<file path="src/rtl/flp_arb_pkg.sv">
// Shared constants and the tag bundle for the FLP adder arbiter.
// Ports: none (package). Tag ids are stored at FLP_ID_MAX_W bits (N_REQ <= 16).
package flp_arb_pkg;

    localparam int          FLP_W        = 32;
    localparam int          FLP_ADD_LAT  = 3;
    localparam logic [31:0] FLP_ZERO     = 32'h0;
    localparam int          FLP_ID_MAX_W = 4;

    typedef struct packed {
        logic                    valid;
        logic [FLP_ID_MAX_W-1:0] id;
    } flp_tag_t;

endpackage

</file>
<file path="src/rtl/flp_tag_pipe.sv">
// Tag shift register matched to the adder latency; only valid bits are reset.
// Ports: clk, rst (async, active-high), i_tag (stage 0 load), o_tag (last stage).
module flp_tag_pipe
    import flp_arb_pkg::*;
#(
    parameter int DEPTH = FLP_ADD_LAT
) (
    input  logic     clk,
    input  logic     rst,
    input  flp_tag_t i_tag,
    output flp_tag_t o_tag
);

    logic [DEPTH-1:0]        r_vld;
    logic [FLP_ID_MAX_W-1:0] r_id [DEPTH];

    always_ff @(posedge clk or posedge rst) begin
        if (rst) begin
            r_vld <= '0;
        end else begin
            r_vld[0] <= i_tag.valid;
            for (int s = 1; s < DEPTH; s++) begin
                r_vld[s] <= r_vld[s-1];
            end
        end
    end

    // Ids are meaningless while their valid bit is low, so they need no reset.
    always_ff @(posedge clk) begin
        r_id[0] <= i_tag.id;
        for (int s = 1; s < DEPTH; s++) begin
            r_id[s] <= r_id[s-1];
        end
    end

    assign o_tag.valid = r_vld[DEPTH-1];
    assign o_tag.id    = r_id[DEPTH-1];

endmodule

</file>
<file path="src/rtl/flp_add_arbiter.sv">
// Round-robin arbiter sharing one pipelined FLP adder among N_REQ requesters.
// Ports: clk, rst, req_valid/req_ready/req_a/req_b (requesters), add_a/add_b/
// add_sum (adder), resp_valid/resp_id/resp_sum, inflight, busy.
// Option: define FLP_ARB_RESP_REG_EN to register the response outputs (+1 cycle).
module flp_add_arbiter
    import flp_arb_pkg::*;
#(
    parameter  int N_REQ   = 4,
    parameter  int ADD_LAT = FLP_ADD_LAT,
    parameter  int ID_W    = $clog2(N_REQ),
    localparam int CNT_W   = $clog2(ADD_LAT + 1) + 1
) (
    input  logic                   clk,
    input  logic                   rst,
    input  logic [N_REQ-1:0]       req_valid,
    output logic [N_REQ-1:0]       req_ready,
    input  logic [FLP_W*N_REQ-1:0] req_a,
    input  logic [FLP_W*N_REQ-1:0] req_b,
    output logic [FLP_W-1:0]       add_a,
    output logic [FLP_W-1:0]       add_b,
    input  logic [FLP_W-1:0]       add_sum,
    output logic                   resp_valid,
    output logic [ID_W-1:0]        resp_id,
    output logic [FLP_W-1:0]       resp_sum,
    output logic [CNT_W-1:0]       inflight,
    output logic                   busy
);

    logic [ID_W-1:0]  r_rr_ptr;
    logic [ID_W-1:0]  w_gnt_idx;
    logic             w_xfer;
    logic [N_REQ-1:0] w_ready;
    logic [FLP_W-1:0] w_add_a;
    logic [FLP_W-1:0] w_add_b;
    logic [CNT_W-1:0] r_inflight;
    logic [ID_W-1:0]  w_last_id;
    logic             w_ret;
    flp_tag_t         w_tag_in;
    flp_tag_t         w_tag_out;

    // Search from r_rr_ptr upward, wrapping at N_REQ-1.
    always_comb begin
        logic [ID_W:0] cand;
        w_xfer    = 1'b0;
        w_gnt_idx = '0;
        cand      = '0;
        for (int k = 0; k < N_REQ; k++) begin
            cand = {1'b0, r_rr_ptr} + (ID_W+1)'(k);
            if (cand >= (ID_W+1)'(N_REQ)) begin
                cand = cand - (ID_W+1)'(N_REQ);
            end
            if (!w_xfer && req_valid[cand[ID_W-1:0]]) begin
                w_xfer    = 1'b1;
                w_gnt_idx = cand[ID_W-1:0];
            end
        end
    end

    always_comb begin
        w_ready = '0;
        if (w_xfer) begin
            w_ready[w_gnt_idx] = 1'b1;
        end
    end

    // One-hot OR mux; zero when nothing is granted.
    always_comb begin
        w_add_a = FLP_ZERO;
        w_add_b = FLP_ZERO;
        for (int i = 0; i < N_REQ; i++) begin
            if (w_ready[i]) begin
                w_add_a = req_a[i*FLP_W +: FLP_W];
                w_add_b = req_b[i*FLP_W +: FLP_W];
            end
        end
    end

    assign req_ready = w_ready;
    assign add_a     = w_add_a;
    assign add_b     = w_add_b;

    always_ff @(posedge clk or posedge rst) begin
        if (rst) begin
            r_rr_ptr <= '0;
        end else if (w_xfer) begin
            if (w_gnt_idx == ID_W'(N_REQ - 1)) begin
                r_rr_ptr <= '0;
            end else begin
                r_rr_ptr <= w_gnt_idx + ID_W'(1);
            end
        end
    end

    assign w_tag_in.valid = w_xfer;
    assign w_tag_in.id    = FLP_ID_MAX_W'(w_gnt_idx);

    flp_tag_pipe #(
        .DEPTH (ADD_LAT)
    ) u_tag_pipe (
        .clk   (clk),
        .rst   (rst),
        .i_tag (w_tag_in),
        .o_tag (w_tag_out)
    );

    // An op leaves the adder when its tag reaches the last stage.
    assign w_ret     = w_tag_out.valid;
    assign w_last_id = w_tag_out.valid ? ID_W'(w_tag_out.id) : '0;

`ifdef FLP_ARB_RESP_REG_EN
    logic             r_resp_valid;
    logic [ID_W-1:0]  r_resp_id;
    logic [FLP_W-1:0] r_resp_sum;

    always_ff @(posedge clk or posedge rst) begin
        if (rst) begin
            r_resp_valid <= 1'b0;
            r_resp_id    <= '0;
            r_resp_sum   <= FLP_ZERO;
        end else begin
            r_resp_valid <= w_ret;
            r_resp_id    <= w_last_id;
            r_resp_sum   <= add_sum;
        end
    end

    assign resp_valid = r_resp_valid;
    assign resp_id    = r_resp_id;
    assign resp_sum   = r_resp_sum;
`else
    assign resp_valid = w_ret;
    assign resp_id    = w_last_id;
    assign resp_sum   = add_sum;
`endif

    always_ff @(posedge clk or posedge rst) begin
        if (rst) begin
            r_inflight <= '0;
        end else if (w_xfer && !w_ret) begin
            r_inflight <= r_inflight + CNT_W'(1);
        end else if (!w_xfer && w_ret) begin
            r_inflight <= r_inflight - CNT_W'(1);
        end
    end

    assign inflight = r_inflight;
    assign busy     = |r_inflight;

endmodule

</file>
<file path="config.mk">
export PLATFORM = sky130hd
export DESIGN_NAME = flp_add_arbiter
export DESIGN_NICKNAME = d
export VERILOG_FILES = /design/src/rtl/flp_arb_pkg.sv /design/src/rtl/flp_tag_pipe.sv /design/src/rtl/flp_add_arbiter.sv
export SDC_FILE = /design/constraint.sdc
export NUM_CORES = 1
export LEC_CHECK = 0
export ABC_AREA = 1
export BUFFER_PORTS_ARGS = -buffer_cell sky130_fd_sc_hd__buf_2
export CAP_MARGIN = 20
export CORE_AREA = 2 2 156 158
export CTS_BUF_LIST = sky130_fd_sc_hd__clkbuf_8
export DETAILED_ROUTE_END_ITERATION = 16
export DIE_AREA = 0 0 158 160
export REMOVE_ABC_BUFFERS = 1
export SLEW_MARGIN = 20
export SYNTH_ARGS = -nofsm -noshare
export SYNTH_HDL_FRONTEND = slang
export SYNTH_SLANG_ARGS = --single-unit
</file>
<file path="constraint.sdc">
create_clock -name clk -period 3.4 [get_ports clk]
set_input_delay 0.68 -clock clk [delete_from_list [all_inputs] [get_ports clk]]
set_output_delay 0.68 -clock clk [all_outputs]
set_load 0.02 [all_outputs]
</file>
# Word-level counts from Yosys, hierarchy flattened
# Memories as Yosys holds them, arrays and structs flattened.
# Index checks and enable logic that the tools add are counted.
[totals]
mem_bits_rw = 12
out_inout_bits = 107
n_memories = 1
register_bits = 8
input_bits = 294
[mem_list]
columns = ["name", "depth", "word_bits", "read_ports", "rd_clocked_by_memory_dff", "write_ports", "line", "text"]
rows = [
  ["u_tag_pipe.r_id", 3, 4, 3, 0, 3, "flp_tag_pipe.sv:15", "logic [FLP_ID_MAX_W-1:0] r_id [DEPTH];"],
]
[classes]
n_addsub = 10
order_cmp = 10
mux = 35
reduce_logical = 13
n_eq_ne = 1
[ops]
columns = ["operator", "n"]
rows = [
  ["32-bit 2-to-1 mux", 8],
  ["2-bit 2-to-1 mux", 10],
  ["2-bit by 3-bit less-than comparator with 1-bit output, second input constant", 5],
  ["3-bit greater-or-equal comparator, second input constant", 3],
  ["1-bit 2-to-1 mux", 9],
  ["1-bit binary-select mux with 2-bit select", 4],
  ["2-bit by 1-bit subtractor with 2-bit output, second input constant", 4],
  ["2-bit by 2-bit adder with 3-bit output, second input constant", 2],
  ["1-bit logical AND", 6],
  ["3-bit 2-to-1 mux", 2],
  ["1-bit logical NOT", 5],
  ["4-bit 2-to-1 mux", 1],
  ["2-bit by 1-bit adder with 3-bit output, second input constant", 1],
  ["3-bit by 1-bit adder with 3-bit output, second input constant", 1],
  ["2-bit by 3-bit greater-or-equal comparator with 1-bit output, second input constant", 1],
  ["3-bit OR reduction", 1],
  ["3-bit by 1-bit subtractor with 3-bit output, second input constant", 1],
  ["2-bit by 1-bit adder with 2-bit output, second input constant", 1],
  ["1-bit demux with 2-bit select", 1],
  ["2-bit equality test, second input constant", 1],
  ["2-bit by 1-bit greater-or-equal comparator with 1-bit output, second input constant", 1],
  ["2-bit nonzero test", 1],
]

# Longest topological paths before layout
[depth]
ltp_word = 23
depth_mapped = 21

# Cells and area by module
# Synthesis repeated with hierarchy kept, for this count alone.
[hier_totals]
cells_unflattened = 983
hier_area_um2 = 4971.0
[modules_own_cells]
columns = ["module", "n_inst", "cells_each", "area_per_inst_um2", "seq_area_each_um2"]
rows = [
  ["flp_add_arbiter", 1, 962, 4614.4, 125.1],
  ["flp_tag_pipe", 1, 21, 356.6, 315.3],
]

# Worst setup path before layout
# OpenSTA, ideal clock, no wires.
[synth_path]
kind = "input to output"
start = "input req_valid[3]"
end = "output add_a[12]"
required_ps = 2720
path_buffers = 4
path_stages = 18
arrival_ps = 2807
setup_slack_ps = -87
cell_sequence = "inv_1 -> nand2_1 -> nand3_1 -> nand2_2 -> nor2_4 -> nand3_2 -> buf_6 -> buf_6 -> nand3_1 -> o21ai_1 -> inv_1 -> ha_1 -> clkbuf_1 -> buf_1 -> nand3_1 -> nand3_1 -> nand2_1 -> nand2_1"
[synth_lines]
columns = ["element", "line", "text"]
rows = [
  ["from (decl)", "flp_add_arbiter.sv:15", "input logic [N_REQ-1:0] req_valid,"],
  ["to (decl)", "flp_add_arbiter.sv:19", "output logic [FLP_W-1:0] add_a,"],
]

==> flow_summary.ini <==
[sta]
slew_viol_final = 0
hold_viol = 0
worst_slack_ns = -0.0346
finalSetupViolCount = 8
fmax_ghz = 0.291
slew_headroom_pct = 71.4
fin_skew_ns = 0.00180
finalCritPeriodShare_pct = 101
worst_pin_slew_ns = 0.429
rsz0062_at_grt = yes
finalCriticalPeriod_ns = 3.43

[detailed_routing]
detail_route.wl_per_cell_um = 14.6
drtAntennaViolNets = 0
first_iter_violations = 429
via_count = 6926
drc_errors = 0
vias_per_cell = 4.35
routed_wl_um = 23200
drt_first_pass_iters = 5

[status]
status = finished, violations left
violations = setup timing

[worst_setup_path]
slowest_delay_ns = 0.47
path_cells = inv_4 -> nand2_2 -> nand3_1 -> o21a_2 -> buf_12 -> nand3_4 -> nand3_2 -> o21ai_2 -> buf_6 -> ha_4 -> buf_8 -> clkbuf_16 -> nor2_1 -> nand3_1 -> nand3_1 -> nand2_1 -> nand2_1 -> buf_4
worst_path_max_delay_cell = dfrtp_2
cp-end-kind = primary output
worstPathMaxFanout = 15
path_class = reg2out
cp.arrival_ns = 2.75
crit_required_ns = 2.72
cp-start-kind = flop
cpMostUsedCell = nand3_1
worst-r2r-cell-count = 12

[yosys]
yosysWarnings = 0
ys_seq_elements = 14
synth_top_flop_cell = dfrtp_1
syn_area_per_cell_um2 = 4.77
netlist_area_um2 = 4630
synth_edf_count = 0
async_reset_ff_share_pct = 57.1
ys_seq_area_share_pct = 6.92
yosys.cell_types.count = 28
synth_cells = 970

[clock_tree]
cts-root-buf = clkbuf_8
clkTransAtPathRegs_ns = 0.06
holdBufCountCts = 0
clk_latency_ns = 0.25
ctsHtreeMaxLevel = 1
clkSinkCount = 14
numCtsBuffers = 3
cts_tree = yes
cts.path.max_buffers = 2

[floorplanning]
core_area_um2 = 23800
initial_core_util_pct = 19.4
die_h_um = 160
die-area_um2 = 25300
io_pins = 401
rows = 57
dieWidth_um = 158

[cells_and_area]
layout_commonest_cell = nand2_1
drive_above_1_share_pct = 36.0
fin_nets = 1568
syn2layout_area_growth_pct = 61.3
mostFrequentLayoutCells = nand2_1, buf_2, nand3_1, inv_1, buf_4
diodes = 0
num-fill-cells = 2740

[job]
drv_cap = 0

[global_routing]
grt_pass1_vias = 6067
grt_pass1_wl_um = 29300
grt_max_degree = 102
overflow = 0
grt_antenna_before_repair = 0
globalRouteTotalUtil_pct = 14.2

[placement]
port_buffers = 336
place_congestion = 0.832
place_ws_ns = -0.0910
hpwlAfterDp_um = 14700

[min_path]
min_path_cells = 0
hp-class = reg2reg
[layout make-up]
class | count | area (um2) | area share, %
Timing Repair Buffer | 397 | 2850 | 38.2
Multi-Input combinational cell | 642 | 3030 | 40.6
Sequential cell | 14 | 323 | 4.32
Clock buffer | 4 | 55.1 | 0.737
Inverter | 210 | 803 | 10.8
Tap cell | 324 | 405 | 5.43
[routing by layer]
| layer | vias up | wire, um | GRT usage [%] |
|---|---|---|---|
| li1 | 3476 | - | - |
| met1 | 3090 | 9740 | 17.4 |
| met2 | 340 | 11200 | 25.3 |
| met3 | 20 | 1970 | 3.72 |
| met4 | 0 | 267 | 2.29 |
| met5 | - | 0 | 0.794 |
[timing repair]
item | CTS | global route
gates resized for setup | 19 | 111
endpoints found under the setup margin | 64 | 65
cloned | 3 | 16
setup buffers | 1 | 8
pin swaps | 0 | 9
[stage by stage]
stage	util, %	cells	cell area, um2	TNS [ns]	hold WS [ns]
global route	31.3	1591	7470	-9.27	0.327
finish	31.3	1591	7470	-0.101	0.323
floorplan	-	866	3970	-288.77	0.310
CTS	28.2	1567	6710	-1.55	0.323
global placement	27.3	1559	6510	-1.24	0.313
detailed placement	27.3	1559	6510	-1.72	0.312
[worst paths after layout]
kind                                                  to                           from  slack [ns]
min                        u_tag_pipe.r_id[0][8]$_DFF_P_  u_tag_pipe.r_id[0][4]$_DFF_P_        0.32
max in group asynchronous        r_rr_ptr[1]$_DFFE_PP0N_                            rst        2.75
max reg2reg                      inflight[1]$_DFFE_PP0P_        r_rr_ptr[0]$_DFFE_PP0N_        0.60
max                                            add_a[28]        r_rr_ptr[0]$_DFFE_PP0N_       -0.03
min reg2reg                u_tag_pipe.r_id[0][8]$_DFF_P_  u_tag_pipe.r_id[0][4]$_DFF_P_        0.32
min in group asynchronous        inflight[0]$_DFFE_PP0P_                            rst        0.38
[critical path: cells and delay by family (launching register included)]
family	cells	cell delay [ns]
AO/OA/AOI/OAI	2	0.25
adder cells (fa/ha/maj)	1	0.18
buffers and inverters	6	0.84
flip-flops	1	0.47
AND/OR/NAND/NOR	9	0.76
[synth_stat cells, types with 4 or more instances]
cell        n  area [um2]
buf_1       4        15.0
nand2_1   288        1080
dfrtp_1     8         200
dfxtp_1     6         120
nand2_2     5        31.3
buf_6      13         146
nor2_1     71         267
clkbuf_1   25        93.8
inv_1     208         781
buf_2      27         135
ha_1        5        62.6
buf_4      34         255
nand3_1   260        1300
[state kept, by name (all words and copies together) (netlist names)]
| signal | cells |
|---|---|
| u_tag_pipe.r_vld | 3 |
| r_rr_ptr | 2 |
| u_tag_pipe.r_id | 6 |
| inflight | 3 |
[logic make-up (layout without fill, tap and decap cells)]
group / count (synthesis) / count (layout) / share of synthesized area [%]
AND/OR/NAND/NOR: 629 / 629 / 58.8
buffers and inverters: 314 / 611 / 31.4
adder cells (fa/ha/maj): 6 / 6 / 1.78
multiplexers: 1 / 1 / 0.243
flip-flops: 14 / 14 / 6.92
AO/OA/AOI/OAI: 4 / 4 / 0.541
XOR/XNOR: 2 / 2 / 0.379
Power is left out: the tool's default activity adds up to more than one toggle a clock period on the data nets, which glitch-free logic cannot reach.
